===== config.mk =====
export PLATFORM = sky130hd
export DESIGN_NAME = instr_fetch_flat
export DESIGN_NICKNAME = d
export VERILOG_FILES = /design/src/rtl/instr_fetch_pkg.sv /design/src/rtl/instr_fetch_if.sv /design/src/rtl/instr_fetch_fetch_buf.sv /design/src/rtl/instr_fetch.sv /design/src/flat_wrapper.sv
export SDC_FILE = /design/constraint.sdc
export NUM_CORES = 1
export LEC_CHECK = 0
export BUFFER_PORTS_ARGS = -buffer_cell sky130_fd_sc_hd__buf_2
export CORE_MARGIN = 8
export CORE_UTILIZATION = 49
export CTS_CLUSTER_DIAMETER = 50
export DETAILED_ROUTE_END_ITERATION = 6
export PLACE_DENSITY = 0.85
export SLEW_MARGIN = 20
export SYNTH_ARGS = -nofsm -noshare
export SYNTH_HDL_FRONTEND = slang
export SYNTH_SLANG_ARGS = --single-unit

===== constraint.sdc =====
create_clock -name clock -period 8.1 [get_ports clock]
set_input_delay 0.405 -clock clock [delete_from_list [all_inputs] [get_ports clock]]
set_output_delay 0.405 -clock clock [all_outputs]
set_load 0.05 [all_outputs]

===== src/rtl/instr_fetch_pkg.sv =====
// Shared fetch-stage definitions: the fetch FSM state encoding, the NOP
// bubble presented when no instruction is available, and the PC stride.
package instr_fetch_pkg;

   typedef enum logic [1:0] {
      IDLE     = 2'd0,
      WAIT_RSP = 2'd1,
      DISCARD  = 2'd2
   } fetch_state_e;

   localparam logic [31:0] NOP_INSTR = 32'h0000_0000;
   localparam int unsigned PC_INCR   = 4;

endpackage


===== src/rtl/instr_fetch_if.sv =====
// Instruction-memory request/response bus.
//   imem_req    : fetch unit requests a read of imem_addr
//   imem_addr   : word-aligned read address
//   imem_gnt    : memory accepts the request this cycle
//   imem_rvalid : read data valid, in order, at least one cycle after gnt
//   imem_rdata  : fetched instruction word
// master = fetch unit, slave = instruction memory.
interface instr_fetch_if #(
   parameter int unsigned DataWidth = 32
) ();

   logic                 imem_req;
   logic [DataWidth-1:0] imem_addr;
   logic                 imem_gnt;
   logic                 imem_rvalid;
   logic [DataWidth-1:0] imem_rdata;

   modport master (
      output imem_req,
      output imem_addr,
      input  imem_gnt,
      input  imem_rvalid,
      input  imem_rdata
   );

   modport slave (
      input  imem_req,
      input  imem_addr,
      output imem_gnt,
      output imem_rvalid,
      output imem_rdata
   );

endinterface


===== src/rtl/instr_fetch_fetch_buf.sv =====
// Two-entry instruction/PC FIFO between instruction memory and IF_ID.
//   clock, reset : clock and synchronous active-high reset
//   flush        : drop every entry (branch/jump redirect)
//   push         : write {push_instr, push_pc}
//   pop          : consume the head entry
//   head_valid   : head entry holds a real instruction
//   head_instr   : head instruction, NOP when empty
//   head_pc      : head PC, zero when empty
//   count        : number of occupied entries (0..2)
module fetch_buf
   import instr_fetch_pkg::*;
#(
   parameter int unsigned DataWidth = 32
) (
   input  logic                 clock,
   input  logic                 reset,
   input  logic                 flush,
   input  logic                 push,
   input  logic [DataWidth-1:0] push_instr,
   input  logic [DataWidth-1:0] push_pc,
   input  logic                 pop,
   output logic                 head_valid,
   output logic [DataWidth-1:0] head_instr,
   output logic [DataWidth-1:0] head_pc,
   output logic [1:0]           count
);

   logic [DataWidth-1:0] instr_q [2];
   logic [DataWidth-1:0] instr_d [2];
   logic [DataWidth-1:0] pc_q    [2];
   logic [DataWidth-1:0] pc_d    [2];
   logic                 rd_ptr_q, rd_ptr_d;
   logic                 wr_ptr_q, wr_ptr_d;
   logic [1:0]           count_q, count_d;
   logic                 do_push, do_pop;

   always_comb begin
      instr_d  = instr_q;
      pc_d     = pc_q;
      rd_ptr_d = rd_ptr_q;
      wr_ptr_d = wr_ptr_q;
      count_d  = count_q;

      do_pop  = pop && (count_q != 2'd0);
      // A full buffer still takes a push when the head leaves in the same cycle.
      do_push = push && ((count_q != 2'd2) || do_pop);

      if (do_push) begin
         instr_d[wr_ptr_q] = push_instr;
         pc_d[wr_ptr_q]    = push_pc;
         wr_ptr_d          = ~wr_ptr_q;
      end
      if (do_pop) begin
         rd_ptr_d = ~rd_ptr_q;
      end

      case ({do_push, do_pop})
         2'b10:   count_d = count_q + 2'd1;
         2'b01:   count_d = count_q - 2'd1;
         default: count_d = count_q;
      endcase

      if (flush) begin
         rd_ptr_d = 1'b0;
         wr_ptr_d = 1'b0;
         count_d  = 2'd0;
      end
   end

   always_ff @(posedge clock) begin
      if (reset) begin
         rd_ptr_q <= 1'b0;
         wr_ptr_q <= 1'b0;
         count_q  <= 2'd0;
      end else begin
         rd_ptr_q <= rd_ptr_d;
         wr_ptr_q <= wr_ptr_d;
         count_q  <= count_d;
      end
   end

   // Payload storage needs no reset: it is only visible behind count_q.
   always_ff @(posedge clock) begin
      instr_q <= instr_d;
      pc_q    <= pc_d;
   end

   always_comb begin
      head_valid = (count_q != 2'd0);
      head_instr = head_valid ? instr_q[rd_ptr_q] : DataWidth'(NOP_INSTR);
      head_pc    = head_valid ? pc_q[rd_ptr_q] : '0;
      count      = count_q;
   end

endmodule


===== src/rtl/instr_fetch.sv =====
// Instruction fetch stage: issues one outstanding word read at a time,
// buffers up to two returned instructions and presents the head to IF_ID.
//   clock, reset     : clock and synchronous active-high reset
//   stall            : decode cannot accept; hold the presented entry
//   redirect         : branch/jump taken (same signal as the IF_ID flush)
//   redirect_pc      : new fetch address, low two bits ignored
//   imem             : instruction-memory bus (master side)
//   if_valid         : Instruction_OUT/PC_OUT carry a real instruction
//   Instruction_OUT  : instruction to IF_ID Instruction_IN (NOP when empty)
//   PC_OUT           : PC of Instruction_OUT to IF_ID PC_IN (zero when empty)
module instr_fetch
   import instr_fetch_pkg::*;
#(
   parameter int unsigned          DataWidth = 32,
   parameter logic [DataWidth-1:0] ResetPC   = 32'h0000_0000
) (
   input  logic                 clock,
   input  logic                 reset,
   input  logic                 stall,
   input  logic                 redirect,
   input  logic [DataWidth-1:0] redirect_pc,
   instr_fetch_if.master        imem,
   output logic                 if_valid,
   output logic [DataWidth-1:0] Instruction_OUT,
   output logic [DataWidth-1:0] PC_OUT
);

   localparam logic [DataWidth-1:0] AlignMask = ~DataWidth'(3);
   localparam logic [DataWidth-1:0] PcIncr    = DataWidth'(PC_INCR);

   fetch_state_e         state_q, state_d;
   logic [DataWidth-1:0] fetch_pc_q, fetch_pc_d;
   logic [DataWidth-1:0] req_pc_q, req_pc_d;
   logic                 fetch_req;
   logic                 buf_push, buf_pop;
   logic [1:0]           buf_count;

   fetch_buf #(
      .DataWidth (DataWidth)
   ) u_fetch_buf (
      .clock      (clock),
      .reset      (reset),
      .flush      (redirect),
      .push       (buf_push),
      .push_instr (imem.imem_rdata),
      .push_pc    (req_pc_q),
      .pop        (buf_pop),
      .head_valid (if_valid),
      .head_instr (Instruction_OUT),
      .head_pc    (PC_OUT),
      .count      (buf_count)
   );

   always_comb begin
      state_d    = state_q;
      fetch_pc_d = fetch_pc_q;
      req_pc_d   = req_pc_q;
      fetch_req  = 1'b0;
      buf_push   = 1'b0;
      // Flush wins over a stalled or accepted head entry.
      buf_pop    = if_valid && !stall && !redirect;

      unique case (state_q)
         IDLE: begin
            // Requesting only with at most one entry buffered guarantees the
            // single outstanding response always has a free slot.
            fetch_req = !reset && !redirect && (buf_count <= 2'd1);
            if (fetch_req && imem.imem_gnt) begin
               req_pc_d = fetch_pc_q & AlignMask;
               state_d  = WAIT_RSP;
            end
         end
         WAIT_RSP: begin
            if (imem.imem_rvalid) begin
               buf_push   = !redirect;
               fetch_pc_d = req_pc_q + PcIncr;
               state_d    = IDLE;
            end
         end
         DISCARD: begin
            if (imem.imem_rvalid) begin
               state_d = IDLE;
            end
         end
         default: state_d = IDLE;
      endcase

      // A redirect while a response is still owed must wait it out in
      // DISCARD so the stale word is never taken for the new stream.
      if (redirect) begin
         fetch_pc_d = redirect_pc & AlignMask;
         state_d    = ((state_q != IDLE) && !imem.imem_rvalid) ? DISCARD : IDLE;
      end

      imem.imem_req  = fetch_req;
      imem.imem_addr = fetch_pc_q & AlignMask;
   end

   always_ff @(posedge clock) begin
      if (reset) begin
         state_q    <= IDLE;
         fetch_pc_q <= ResetPC;
         req_pc_q   <= '0;
      end else begin
         state_q    <= state_d;
         fetch_pc_q <= fetch_pc_d;
         req_pc_q   <= req_pc_d;
      end
   end

endmodule


===== src/flat_wrapper.sv =====
// flat-port wrapper written by rule: the top's interface ports become plain ports
module instr_fetch_flat import instr_fetch_pkg::*;
#(
   parameter int unsigned          DataWidth = 32,
   parameter logic [DataWidth-1:0] ResetPC   = 32'h0000_0000
)
  (clock, reset, stall, redirect, redirect_pc, if_valid, Instruction_OUT, PC_OUT, imem_imem_req, imem_imem_addr, imem_imem_gnt, imem_imem_rvalid, imem_imem_rdata);
  instr_fetch_if #(.DataWidth(DataWidth)) imem_i ();
  input  logic clock;
  input  logic reset;
  input  logic stall;
  input  logic redirect;
  input  logic [DataWidth-1:0] redirect_pc;
  output logic if_valid;
  output logic [DataWidth-1:0] Instruction_OUT;
  output logic [DataWidth-1:0] PC_OUT;
  output wire logic [$bits(imem_i.imem_req)-1:0] imem_imem_req;
  output wire logic [$bits(imem_i.imem_addr)-1:0] imem_imem_addr;
  input wire logic [$bits(imem_i.imem_gnt)-1:0] imem_imem_gnt;
  input wire logic [$bits(imem_i.imem_rvalid)-1:0] imem_imem_rvalid;
  input wire logic [$bits(imem_i.imem_rdata)-1:0] imem_imem_rdata;
  assign imem_imem_req = imem_i.imem_req;
  assign imem_imem_addr = imem_i.imem_addr;
  assign imem_i.imem_gnt = imem_imem_gnt;
  assign imem_i.imem_rvalid = imem_imem_rvalid;
  assign imem_i.imem_rdata = imem_imem_rdata;
  instr_fetch #(.DataWidth(DataWidth), .ResetPC(ResetPC)) u_core (.clock(clock), .reset(reset), .stall(stall), .redirect(redirect), .redirect_pc(redirect_pc), .imem(imem_i), .if_valid(if_valid), .Instruction_OUT(Instruction_OUT), .PC_OUT(PC_OUT));
endmodule

## Word level (Yosys, flattened, before mapping)

Index checks and enable logic that the tools add are counted.
Widths: inputs -> output; s select.

- Bits in latches: 0
- Output and inout port bits: 98
- Input bits: 70
- ROM bits: 0
- Flip-flop bits (word level): 196
- RAM bits: 0
- Memories kept: 0
- Logic and storage cells: 79

- Div/mod/pow operators: 0
- Magnitude comparators: 4
- Shift operators: 0
- Multiply operators: 0
- Add/subtract/negate cells: 3
- Reductions and logical operators: 26
- Bitwise gates (word level): 4
- Multiplexer cells: 24
- Eq/ne operators: 7

Operator list:

| cell | count |
|---|---|
| $mux 32 | 12 |
| $bwmux 64 | 2 |
| $add 32x3->32 const B | 1 |
| $demux 32 s1 | 1 |
| $reduce_bool 2->1 | 5 |
| $logic_and 1x1->1 | 9 |
| $mux 2 | 4 |
| $pmux 2 s2 | 2 |
| $reduce_and 2->1 | 4 |
| $eq 2x1->1 const B | 2 |
| $eq 2x2->1 const B | 2 |
| $ge 2x2->1 const B | 2 |
| $logic_not 1->1 | 4 |
| $not 1->2 | 2 |
| $reduce_or 2->1 | 2 |
| $mux 1 | 3 |
| $ne 3x1->1 const B | 1 |
| $ne 3x2->1 const B | 1 |
| $add 2x1->2 const B | 1 |
| $le 2x1->1 const B | 1 |
| $logic_not 2->1 | 1 |
| $lt 2x1->1 const B | 1 |
| $ne 2x2->1 const B | 1 |
| $not 1->1 | 2 |
| 2 further kinds | 2 |

## Depth between registers and ports, before layout

Gate-level depths: netlist of run 1.

- Depth in word-level cells: 8
- Mapped depth: 9
- Gate-level depth less buffers: 7

## Modules after synthesis

Synthesis of run 1 repeated with hierarchy kept, for this count alone.

- Cell total of the unflattened synthesis: 710
- Area total of the unflattened synthesis: 8121.5 um^2

By module, submodules not included:

| module | cells an instance | times used | seq. area each (um^2) | area each (um^2) |
|---|---|---|---|---|
| fetch_buf | 296 | 1 | 3923.8 | 5016.1 |
| instr_fetch | 414 | 1 | 1241.2 | 3105.5 |

## Worst setup path before layout of run 1

OpenSTA, ideal clock, no wires.

- Path kind: register -> register
- Start: register u_core.u_fetch_buf.count_q[1], in the netlist u_core.u_fetch_buf.count[1]
- End: register u_core.u_fetch_buf.instr_q[32] in the netlist's numbering (enable)
- Setup slack: 0.489 ns
- Path buffers: 1
- Required time: 7.465 ns
- Stages on the path, launching flop included: 7
- Period minus slack after synthesis: 7.611 ns
- Setup time: 0.635 ns
- Data arrival time: 6.976 ns
- Cell sequence: dfxtp_1 > inv_1 > ha_1 > buf_2 > nor3_4 > nor2b_1 > nor4_1

- Word-level cells in the longest chain between the ends: 6
- Elaborated cells on any way between the ends: 7
- Classes of those cells: eq/ne: 1; reduce/logical: 6

Ends and longest elaborated chain:

| what | line | source |
|---|---|---|
| from (decl) | instr_fetch_fetch_buf.sv:34 | `logic [1:0] count_q, count_d;` |
| from (signal assigned) | instr_fetch_fetch_buf.sv:78 | `count_q <= count_d;` |
| $reduce_bool 2->1 | instr_fetch_fetch_buf.sv:44, instr_fetch_fetch_buf.sv:89 |  |
| $logic_and 1x1->1 (2 in a row) | instr_fetch.sv:61 | `buf_pop = if_valid && !stall && !redirect;` |
| $logic_and 1x1->1 | instr_fetch_fetch_buf.sv:44 | `do_pop = pop && (count_q != 2'd0);` |
| $logic_or 1x1->1 (*) | instr_fetch_fetch_buf.sv:46 | `do_push = push && ((count_q != 2'd2) \|\| do_pop);` |
| $logic_and 1x1->1 (*) | instr_fetch_fetch_buf.sv:46 |  |
| to (signal assigned) | instr_fetch_fetch_buf.sv:84 | `instr_q <= instr_d;` |
| to (decl) | instr_fetch_fetch_buf.sv:28 | `logic [DataWidth-1:0] instr_q [2];` |

Every way passes the cells marked *; elsewhere a longest branch is shown, timed or not.
A chain may end at the register's enable or synchronous reset.

## Worst setup path after layout of run 1

- Start: register u_core.u_fetch_buf.rd_ptr_q
- End: output port PC_OUT[11]

- Word-level cells in the longest chain between the ends: 5

Ends and longest elaborated chain:

| what | line | source |
|---|---|---|
| from (decl) | instr_fetch_fetch_buf.sv:32 | `logic rd_ptr_q, rd_ptr_d;` |
| from (signal assigned) | instr_fetch_fetch_buf.sv:76 | `rd_ptr_q <= rd_ptr_d;` |
| $not 1->2 (implied by the code) | instr_fetch_fetch_buf.sv:91 | `head_pc = head_valid ? pc_q[rd_ptr_q] : '0;` |
| $mux 32 (implied by the code) (3 in a row) | instr_fetch_fetch_buf.sv:91 |  |
| $mux 32 | instr_fetch_fetch_buf.sv:91 |  |
| to (decl) | flat_wrapper.sv:16 | `output logic [DataWidth-1:0] PC_OUT;` |

No other way between the ends. The select of a mux whose other input is x is not followed.

==> results of run 1 <==
[state kept, by name, indices dropped and copies added (netlist names)]
register	count
u_core.u_fetch_buf.instr_q	64
u_core.u_fetch_buf.pc_q	60
u_core.fetch_pc_q	30
u_core.req_pc_q	30
u_core.state_q	2
u_core.u_fetch_buf.count	2
u_core.u_fetch_buf.rd_ptr_q	1
u_core.u_fetch_buf.wr_ptr_q	1
[through the flow]
stage / power [W] / utilization [%] / instance area, µm² / setup WS (ns) / hold slack (ns)
4_1_cts: 0.00208 / 58.9 / 9590 / 5.22 / 0.160
3_5_place_dp: 0.00126 / 55.2 / 9000 / 5.21 / 0.460
6_report: 0.00207 / 58.9 / 9590 / 5.28 / 0.179
2_1_floorplan: 0.00121 / - / 8050 / 0.489 / 0.468
5_1_grt: 0.00214 / 58.9 / 9590 / 5.10 / 0.156
3_3_place_gp: 0.00126 / 55.2 / 9000 / 5.26 / 0.449
[layout make-up]
cell class | instances | area, µm² | area share (%)
clock buffer | 24 | 527 | 5.49
sequential | 190 | 5050 | 52.6
tap | 220 | 275 | 2.87
timing repair buffer | 170 | 873 | 9.10
inverter | 13 | 48.8 | 0.509
multi-input combinational | 460 | 2750 | 28.7
clock inverter | 8 | 70.1 | 0.730
[power by group through the flow]
| stage | sequential [W] | combinational (W) | clock (W) |
|---|---|---|---|
| global placement | 0.00108 | 0.000182 | 0 |
| floorplan | 0.00111 | 0.000102 | 0 |
| global route | 0.00106 | 0.000199 | 0.000882 |
| finish | 0.00106 | 0.000185 | 0.000827 |
| detailed placement | 0.00108 | 0.000186 | 0 |
| CTS | 0.00106 | 0.000186 | 0.000840 |
[cells in the final DEF, fill, tap and decap left out, types with 4 or more instances in the layout]
master,netlist,layout
sky130_fd_sc_hd__buf_2,12,161
sky130_fd_sc_hd__edfxtp_1,124,124
sky130_fd_sc_hd__nor2_1,101,101
sky130_fd_sc_hd__nand2_1,96,96
sky130_fd_sc_hd__a21oi_1,65,65
sky130_fd_sc_hd__dfxtp_1,66,65
sky130_fd_sc_hd__mux2i_1,62,62
sky130_fd_sc_hd__xnor2_1,24,24
sky130_fd_sc_hd__o22ai_1,21,21
sky130_fd_sc_hd__clkbuf_16,0,20
sky130_fd_sc_hd__inv_1,13,13
sky130_fd_sc_hd__nor3_1,9,9
sky130_fd_sc_hd__nand3_1,9,9
sky130_fd_sc_hd__buf_4,5,9
sky130_fd_sc_hd__and3_1,8,8
sky130_fd_sc_hd__xor2_1,6,6
sky130_fd_sc_hd__and4_1,5,5
sky130_fd_sc_hd__ha_1,6,5
sky130_fd_sc_hd__nand4_1,4,4
sky130_fd_sc_hd__conb_1,1,4
sky130_fd_sc_hd__inv_4,0,4
[kinds of logic (layout without fill, tap and decap cells)]
family | count (synthesis) | after routing | synth area share [%]
AO/OA/AOI/OAI | 103 | 103 | 7.52
flip-flops | 190 | 190 | 62.7
AND/OR/NAND/NOR | 255 | 255 | 14.5
other | 1 | 4 | 0.0466
multiplexers | 62 | 62 | 7.72
XOR/XNOR | 30 | 30 | 3.27
buffers and inverters | 60 | 215 | 3.31
adder cells (fa/ha/maj) | 6 | 6 | 0.934
[final timing paths]
kind                                                  from                                       end  cells after the start
setup / recovery  u_core.u_fetch_buf.rd_ptr_q$_SDFFE_PP0P_                                PC_OUT[11]                      4
hold / removal                         imem_imem_rdata[13]  u_core.u_fetch_buf.instr_q[13]$_DFFE_PP_                      1
setup reg to reg  u_core.u_fetch_buf.count[1]$_SDFFE_PP0P_  u_core.u_fetch_buf.instr_q[29]$_DFFE_PP_                      7
hold reg to reg          u_core.fetch_pc_q[5]$_SDFFE_PP0P_           u_core.req_pc_q[5]$_SDFFE_PP0P_                      2
[per-layer routing]
metal | part of all wire [%] | vias to the layer above | GRT usage, %
li1 | - | 2779 | -
met1 | 41 | 2666 | 22.8
met2 | 49 | 183 | 31.4
met3 | 8.5 | 17 | 4.56
met4 | 1.1 | 0 | 5.20
met5 | 0 | - | 0
==> summary.log, run 1 <==
qor: critical_path.largest_delay_contributor_family_on_the_critical_path buffers and inverters
qor: timing.finalHoldViolations 0
qor: timing.worst_slew_pin_slew 0.894 ns
qor: drt.drt-vias-per-instance 5.20
qor: synth.synth_cell_types 47
qor: timing.endpoints_failing_setup 0
qor: floorplanning.floorplan.core_area 0.0163 mm²
qor: drt.drt_pass1_iterations 4
qor: timing.timing_max_transition_violations_final 0
qor: placement.place.detailed.hpwl 12300 µm
qor: layout.stdcell_count 1085
qor: power_and_ir_drop.leakage 3.46 nW
qor: timing.fin_worst_skew 0.0112 ns
qor: synth.yosys_register_bits 190
qor: power_and_ir_drop.vdd.ir_drop.worst 0.130 mV
qor: floorplanning.chipHeight 144 µm
qor: synth.postSynthCellCount 707
qor: placement.placed_cells 1053
qor: floorplanning.die-area 0.0208 mm²
qor: critical_path.critPathKind flip-flop to output pin
qor: floorplanning.initial_utilization 49.4%
qor: timing.grt_setup_unrepaired false
qor: timing.fmaxAchievable 355 MHz
qor: power_and_ir_drop.p_clk_share 39.9%
qor: cts.tritoncts built
qor: synth.yosys_warnings 0
qor: cts.clock_sinks 190
qor: synth.async_flop_share 0%
qor: layout.drive_gt1_share 25.4%
qor: synth.synth_flop_cell sky130_fd_sc_hd__edfxtp_1
qor: power_and_ir_drop.power_switching 0.000488 W
qor: synth.synth.yosys.seq_area_share 62.7%
qor: critical_path.critPathSlowestCell sky130_fd_sc_hd__buf_4
qor: layout.antenna_cells_inserted 0
qor: synth.synth_largest_type_area_fraction 46.3%
qor: critical_path.timing.critical_path.cells buf_4, mux2i_1, nor2_1, buf_2
qor: min_path.hold_class input pin to flip-flop
qor: synth.postSynthAreaPerCell 11.4 µm²
qor: cts.clk_root_buffer_cell sky130_fd_sc_hd__clkbuf_16
qor: global_route.grtUsageTotal 18.4%
qor: drt.postRouteWirelength 18500 µm
qor: critical_path.critical_path_arrival 2.41 ns
qor: timing.min_period 2.82 ns
qor: layout.area_delta_synth_final 19.3%
qor: status.status finished clean
qor: drt.vias 5645
qor: cts.cts_hold_repair_buffers 0
qor: cts.clk_path_buf_depth 2
qor: critical_path.end_kind output pin
qor: cts.cts-resized-gates 0
qor: global_route.antenna_found_initial 0
qor: global_route.first_global_vias 5625
qor: synth.synth_area 0.00804 mm²
qor: floorplanning.design.portCount 168
qor: power_and_ir_drop.seq_power_share 51.1%
qor: drt.per_cell_routed_wire_length 17.1 µm
qor: critical_path.r2r_slack 5.53 ns
qor: timing.final_setup_tns 0 ns
qor: power_and_ir_drop.swShare 23.6%
qor: critical_path.cpPeakStageDelay 0.70 ns
qor: power_and_ir_drop.comb_power_share 8.9%
qor: synth.netlist_top_cells_area sky130_fd_sc_hd__edfxtp_1, sky130_fd_sc_hd__dfxtp_1, sky130_fd_sc_hd__mux2i_1
qor: layout.num-fill-cells 1352
qor: global_route.grt_first_pass_wirelength 29300 µm
qor: cts.tritoncts_buffers 17
qor: global_route.total_global_routing_overflow 0
qor: timing.relSlewSlack 40.4%
qor: global_route.maximum_number_of_pins_on_one_net_before_global_route_repair 68
qor: drt.drtAntennaViolNets 0
qor: cts.cts_post_setup_buffers_inserted 0
qor: cts.clock_latency 0.42 ns
qor: critical_path.crit_required 7.70 ns
qor: drt.violation_count_after_the_first_detailed_route_iteration 288
qor: synth.edff_count_synth 124
qor: critical_path.worstPathMaxFanout 46
qor: placement.gpl.final_weighted_congestion 0.816
qor: drt.drc 0
qor: cts.cts.clk_slew.worst_paths 0.07 ns
qor: timing.period_share 34.8%
qor: floorplanning.num_rows 47
qor: placement.port_buffers 161
qor: cts.h-tree-depth 4
qor: critical_path.critical_path_buffer_and_inverter_count 2
qor: synth.yosys-top-cells-count sky130_fd_sc_hd__edfxtp_1, sky130_fd_sc_hd__nor2_1, sky130_fd_sc_hd__nand2_1
qor: critical_path.type_of_origin_of_the_critical_path flip-flop
qor: layout.nNetsFinal 928
qor: synth.yosys.cell_count.top_type sky130_fd_sc_hd__edfxtp_1
qor: job.drv.max_cap_violation_count 0
qor: power_and_ir_drop.internal-power 0.00158 W
qor: power_and_ir_drop.cellPowerDensity 216 mW/mm²
qor: synth.synth_largest_area_cell sky130_fd_sc_hd__edfxtp_1
qor: floorplanning.die-width 144 µm
Power figures use the tool's default switching activity.
==> inputs of run 2 (changes only) <==
CORE_UTILIZATION = 50   (was 49)
PLACE_DENSITY = 0.83   (was 0.85)
clock period = 2.8 ns   (was 8.1 ns; I/O delays follow)
==> run 2 against run 1 <==
Combinational power rose to 3.2 times the previous value. Utilization is 5.3 points higher. Power rose to 2.9 times the previous value. Worst setup slack got worse by 4.7 ns. Sequential cell count did not move. Sequential power rose to 2.9 times the previous value. Die area is 1.8% lower. Worst hold slack worse by 0.16 ns. Register-to-register slack got worse by 4.8 ns. Largest power group unchanged.
==> summary.log, run 2 (same netlist as run 1, synthesis figures left out) <==
qor: status.status finished clean
qor: floorplanning.num_rows 46
qor: floorplanning.die-width 143 µm
qor: timing.worst_slew_pin_slew 0.751 ns
qor: timing.timing_max_transition_violations_final 0
qor: cts.cts.clk_slew.worst_paths 0.07 ns
qor: global_route.first_global_vias 5743
qor: layout.nNetsFinal 978
qor: cts.clock_sinks 190
qor: timing.fmaxAchievable 452 MHz
qor: critical_path.type_of_origin_of_the_critical_path flip-flop
qor: layout.seq_area 0.00505 mm²
qor: global_route.maximum_number_of_pins_on_one_net_before_global_route_repair 64
qor: timing.grt_setup_unrepaired false
qor: layout.registers.top_by_ff_count u_core.u_fetch_buf.instr_q
qor: placement.place.detailed.hpwl 12400 µm
qor: power_and_ir_drop.design_power_total 0.00610 W
qor: drt.drtAntennaViolNets 0
qor: drt.detailroute.wirelength.met2 9610 µm
qor: timing.period_share 79.1%
qor: global_route.grtUsageTotal 19.2%
qor: placement.gpl.final_weighted_congestion 0.804
qor: layout.largest_register_ff_count 64
qor: cts.h-tree-depth 4
qor: timing.min_period 2.21 ns
qor: cts.tritoncts_buffers 17
qor: critical_path.timing.reg2reg.worst_path_depth 7
qor: timing.endpoints_failing_setup 0
qor: placement.port_buffers 161
qor: drt.drt_pass1_iterations 6
qor: timing.relSlewSlack 49.9%
qor: drt.drc 0
qor: job.drv.max_cap_violation_count 0
qor: drt.top_layer_used met4
qor: drt.violation_count_after_the_first_detailed_route_iteration 350
qor: global_route.antenna_found_initial 0
qor: layout.multi_input_area 0.00277 mm²
qor: timing.final_setup_tns 0 ns
qor: critical_path.end_kind output pin
qor: floorplanning.chipHeight 143 µm
qor: critical_path.r2r_slack 0.77 ns
qor: floorplanning.die-area 0.0204 mm²
qor: layout.layout.cells.most_common sky130_fd_sc_hd__buf_2
qor: critical_path.critPathKind flip-flop to output pin
qor: power_and_ir_drop.leakage 3.68 nW
qor: drt.postRouteWirelength 19600 µm
qor: layout.antenna_cells_inserted 0
qor: min_path.hold_class input pin to flip-flop
qor: cts.clk_root_buffer_cell sky130_fd_sc_hd__clkbuf_16
qor: floorplanning.initial_utilization 50.8%
qor: critical_path.setup.worst_path.end PC_OUT[4]
qor: critical_path.critical_path_arrival 2.07 ns
qor: critical_path.regToRegEndpoint u_core.u_fetch_buf.instr_q[28]$_DFFE_PP_
qor: global_route.grt_first_pass_wirelength 30300 µm
qor: layout.num-fill-cells 1183
qor: timing.fin_worst_skew 0.0100 ns
qor: global_route.total_global_routing_overflow 0
qor: drt.drt-vias-per-instance 5.24
qor: cts.clk_path_buf_depth 2
qor: power_and_ir_drop.vdd.ir_drop.worst 0.434 mV
qor: drt.post_route_met1_wirelength 8290 µm
qor: floorplanning.floorplan.core_area 0.0158 mm²
qor: drt.per_cell_routed_wire_length 17.3 µm
qor: cts.clock_latency 0.42 ns
qor: critical_path.setup.worst_path.start u_core.u_fetch_buf.rd_ptr_q$_SDFFE_PP0P_
qor: layout.reg.largest.list u_core.u_fetch_buf.instr_q: 64 flops, u_core.u_fetch_buf.pc_q: 60 flops
qor: layout.area_delta_synth_final 26.3%
qor: cts.cts_post_setup_buffers_inserted 0
qor: drt.vias 5927
qor: cts.tritoncts built
qor: layout.drive_gt1_share 25.4%
qor: drt.met3_wirelength 1440 µm
qor: critical_path.worstPathMaxFanout 28
qor: power_and_ir_drop.cellPowerDensity 601 mW/mm²
qor: timing.finalHoldViolations 0
qor: critical_path.crit_required 2.66 ns
qor: floorplanning.design.portCount 168
qor: layout.leading_cell_types_in_the_layout_fill_and_taps_excluded sky130_fd_sc_hd__buf_2, sky130_fd_sc_hd__edfxtp_1, sky130_fd_sc_hd__nor2_1
qor: critical_path.crit-reg2reg-launch u_core.u_fetch_buf.count[1]$_SDFFE_PP0P_
==> run 2: where the power goes <==
group	total, W	leakage [nW]	switching (W)	internal (W)
clock network	0.00244	0.303	0.00103	0.00141
registers	0.00306	1.58	0.0000370	0.00302
logic	0.000596	1.80	0.000412	0.000184
==> run 2: per-stage QoR <==
| step | area, µm² | hold WS (ns) | setup slack [ns] | utilization, % | std cells |
|---|---|---|---|---|---|
| floorplan | 8090 | 0.239 | -0.708 | - | 710 |
| global placement | 9090 | 0.328 | 0.816 | 57.4 | 1054 |
| detailed placement | 9090 | 0.332 | 0.776 | 57.4 | 1054 |
| CTS | 10200 | 0.00632 | 0.572 | 64.2 | 1131 |
| global route | 10200 | 0.00288 | 0.487 | 64.2 | 1131 |
| finish | 10200 | 0.0165 | 0.586 | 64.2 | 1131 |
==> run 2: critical path, cell delays in order (launching register included) <==
cell and delay (ns):
sky130_fd_sc_hd__dfxtp_4 0.71, sky130_fd_sc_hd__buf_4 0.36, sky130_fd_sc_hd__mux2i_1 0.27, sky130_fd_sc_hd__nor2_1 0.06, sky130_fd_sc_hd__buf_2 0.24
==> run 2: repair_timing <==
| action | in CTS | in global routing |
|---|---|---|
| endpoints found under the hold margin | 77 | 0 |
| gates resized for setup | 0 | 0 |
| hold buffers | 45 | 0 |
==> run 2: layout make-up <==
type | instances | area share, %
Clock inverter | 13 | 1.49
Timing Repair Buffer | 220 | 13.8
Multi-Input combinational cell | 460 | 27.3
Sequential cell | 190 | 49.7
Inverter | 13 | 0.480
Tap cell | 216 | 2.66
Clock buffer | 19 | 4.57
==> run 2: worst min-delay path by stage <==
| stage | startpoint | endpoint | cells past startpoint |
|---|---|---|---|
| final | redirect_pc[15] | u_core.fetch_pc_q[15]$_SDFFE_PP0P_ | 3 |
| after global routing | redirect_pc[29] | u_core.fetch_pc_q[29]$_SDFFE_PP0P_ | 3 |
| after detailed placement | imem_imem_rdata[21] | u_core.u_fetch_buf.instr_q[53]$_DFFE_PP_ | 1 |
| after global placement | imem_imem_rdata[2] | u_core.u_fetch_buf.instr_q[2]$_DFFE_PP_ | 1 |
| after floorplan | imem_imem_rdata[0] | u_core.u_fetch_buf.instr_q[0]$_DFFE_PP_ | 0 |
| after CTS | redirect_pc[29] | u_core.fetch_pc_q[29]$_SDFFE_PP0P_ | 3 |
==> run 2: routing by layer <==
layer / track usage (%) / up-vias
li1: - / 2874
met1: 23.9 / 2818
met2: 32.3 / 216
met3: 4.94 / 19
met4: 5.54 / 0
met5: 0 / -
==> inputs of run 3 (changes only) <==
CORE_UTILIZATION = 49   (was 50)
PLACE_DENSITY = 0.85   (was 0.83)
clock period = 1.8 ns   (was 2.8 ns; I/O delays follow)
==> run 3 against run 2 <==
The flow now finishes with violations (setup timing). Power rose by 56%. Clock skew rose by 0.0022 ns. Global-route usage is 1.2 points higher. Via count is 6.3% higher. Largest power group unchanged. Highest routed layer unchanged.
==> summary.log, run 3 (same netlist as run 1, synthesis figures left out) <==
qor: min_path.hold_path.startpoint imem_imem_rvalid
qor: cts.clock_sinks 190
qor: layout.seq_area 0.00505 mm²
qor: drt.drtAntennaViolNets 0
qor: cts.tritoncts built
qor: critical_path.cpPeakStageDelay 0.37 ns
qor: job.drv.max_cap_violation_count 0
qor: timing.period_share 101%
qor: min_path.hold_class input pin to flip-flop
qor: drt.vias 6300
qor: floorplanning.num_rows 47
qor: placement.placed_cells 1092
qor: cts.h-tree-depth 4
qor: placement.gpl.final_weighted_congestion 0.801
qor: critical_path.critical_path_arrival 1.73 ns
qor: floorplanning.design.portCount 168
qor: cts.tritoncts_buffers 17
qor: timing.timing_max_transition_violations_final 0
qor: cts.clock_latency 0.43 ns
qor: cts.clk_root_buffer_cell sky130_fd_sc_hd__clkbuf_16
qor: global_route.antenna_found_initial 0
qor: power_and_ir_drop.swShare 23.8%
qor: global_route.maximum_number_of_pins_on_one_net_before_global_route_repair 64
qor: layout.nNetsFinal 1035
qor: power_and_ir_drop.cellPowerDensity 870 mW/mm²
qor: placement.placed_area 0.00947 mm²
qor: placement.port_buffers 161
qor: placement.place.detailed.hpwl 14200 µm
qor: status.failed_checks setup timing
qor: layout.drive_gt1_share 29.4%
qor: power_and_ir_drop.seq_power_share 50.1%
qor: drt.postRouteWirelength 21600 µm
qor: power_and_ir_drop.internal-power 0.00724 W
qor: power_and_ir_drop.power_switching 0.00226 W
qor: layout.leading_cell_types_in_the_layout_fill_and_taps_excluded sky130_fd_sc_hd__buf_2, sky130_fd_sc_hd__edfxtp_1, sky130_fd_sc_hd__nor2_1
qor: critical_path.critPathSlowestCell sky130_fd_sc_hd__dfxtp_4
qor: drt.violation_count_after_the_first_detailed_route_iteration 385
qor: global_route.first_global_vias 6283
qor: power_and_ir_drop.vdd.ir_drop.worst 0.716 mV
qor: critical_path.critical_path_buffer_and_inverter_count 3
qor: critical_path.type_of_origin_of_the_critical_path flip-flop
qor: layout.antenna_cells_inserted 0
qor: drt.drt-vias-per-instance 5.29
qor: power_and_ir_drop.comb_power_share 10.8%
qor: timing.min_period 1.82 ns
qor: critical_path.crit-reg2reg-launch u_core.state_q[1]$_SDFFE_PP0P_
qor: critical_path.worstPathMaxFanout 63
qor: layout.largest_register_ff_count 64
qor: timing.timing.final.ws_setup -0.0183 ns
qor: global_route.grt_first_pass_wirelength 32700 µm
qor: timing.fmaxAchievable 550 MHz
qor: floorplanning.initial_utilization 49.4%
qor: cts.cts.clk_slew.worst_paths 0.07 ns
qor: layout.stdcell_count 1192
qor: power_and_ir_drop.p_clk_share 39.1%
qor: floorplanning.die-area 0.0208 mm²
qor: layout.registers.top_by_ff_count u_core.u_fetch_buf.instr_q
qor: timing.endpoints_failing_setup 3
qor: drt.drc 0
qor: critical_path.timing.critical_path.cells inv_4, ha_4, buf_12, nor2_1, buf_2
qor: layout.multi_input_area 0.00283 mm²
qor: critical_path.end_kind output pin
qor: critical_path.critPathKind flip-flop to output pin
qor: global_route.grtUsageTotal 20.4%
qor: drt.drt_pass1_iterations 7
qor: layout.reg.largest.list u_core.u_fetch_buf.instr_q: 64 flops, u_core.u_fetch_buf.pc_q: 60 flops
qor: layout.layout.cells.most_common sky130_fd_sc_hd__buf_2
qor: critical_path.setup.worst_path.start u_core.u_fetch_buf.count[1]$_SDFFE_PP0P_
qor: floorplanning.floorplan.core_area 0.0163 mm²
qor: timing.grt_setup_unrepaired true
qor: layout.area_delta_synth_final 35.8%
qor: critical_path.crit_required 1.71 ns
qor: cts.clk_path_buf_depth 2
qor: timing.fin_worst_skew 0.0122 ns
qor: layout.num-fill-cells 1158
qor: floorplanning.chipHeight 144 µm
qor: critical_path.largest_delay_contributor_family_on_the_critical_path buffers and inverters
qor: timing.finalHoldViolations 0
qor: drt.per_cell_routed_wire_length 18.2 µm
qor: floorplanning.die-width 144 µm
qor: power_and_ir_drop.leakage 4.01 nW
qor: status.status finished, violations left
qor: global_route.total_global_routing_overflow 0
qor: layout.layout.cell_area.non_filler 0.0109 mm²
[run 3: changes by cell type in the layout (fill, tap and decap cells not counted), moves of 11 or more]
cell,delta
sky130_fd_sc_hd__buf_12,+11
sky130_fd_sc_hd__clkbuf_4,+18
sky130_fd_sc_hd__buf_4,+26
sky130_fd_sc_hd__buf_2,-19
sky130_fd_sc_hd__dlygate4sd3_1,+14
[run 3: worst paths after layout]
kind	endpoint	depth (start not counted)	slack, ns
max reg2reg	u_core.u_fetch_buf.instr_q[21]$_DFFE_PP_	6	0.01
min reg2reg	u_core.req_pc_q[12]$_SDFFE_PP0P_	2	0.47
min	u_core.state_q[1]$_SDFFE_PP0P_	3	0.01
max	PC_OUT[29]	5	-0.02
[run 3: through the flow]
step	setup WS (ns)	utilization (%)	total power [W]	TNS [ns]	hold slack, ns
2_1_floorplan	-1.71	-	0.00544	-128.41	0.189
5_1_grt	-0.0505	67.0	0.00977	-2.61	0.0299
3_5_place_dp	-0.0237	58.1	0.00574	-0.919	0.282
3_3_place_gp	0.0537	58.1	0.00572	0	0.278
6_report	-0.0183	67.0	0.00950	-0.0318	0.0132
4_1_cts	0.0105	65.7	0.00950	0	0.000349
[run 3: repair_timing]
| action | 4_1_cts | 5_1_grt |
|---|---|---|
| buffers inserted | 2 | 2 |
| pin swaps | 1 | 1 |
| cloned | 0 | 5 |
| gates resized for setup | 5 | 37 |
| hold endpoints to repair | 91 | 0 |
| hold buffers | 59 | 0 |
| setup endpoints to repair | 117 | 130 |
[run 3: layout make-up]
class	instances	area share, %
repair buffers	277	19.4
clock buffers	21	4.40
inverters	13	0.470
multi-input cells	460	25.9
clock inverters	11	1.02
flip-flops and latches	190	46.3
well taps	220	2.52
[run 3: routing by layer]
layer  GRT usage (%)  share of wire (%)  up-vias  wire length (µm)
met5               0                  0        -                 0
met4            7.64                2.4        0               524
met3            4.85                8.0       41              1740
met2            35.7                 50      246             10900
met1            23.9                 39     3022              8510
li1                -                  -     2991                 -
[run 3: tightest hold or removal path: cells and delay by family]
kind                   cells  cell delay [ns]
AND/OR/NAND/NOR            1             0.13
AO/OA/AOI/OAI              1             0.05
buffers and inverters      1             0.12
[run 3: power by group through the flow]
stage,Combinational (W),Sequential (W),Clock [W]
floorplan,0.000464,0.00498,0
global placement,0.000878,0.00484,0
detailed placement,0.000895,0.00485,0
CTS,0.00101,0.00475,0.00374
global route,0.00109,0.00476,0.00392
finish,0.00102,0.00476,0.00372
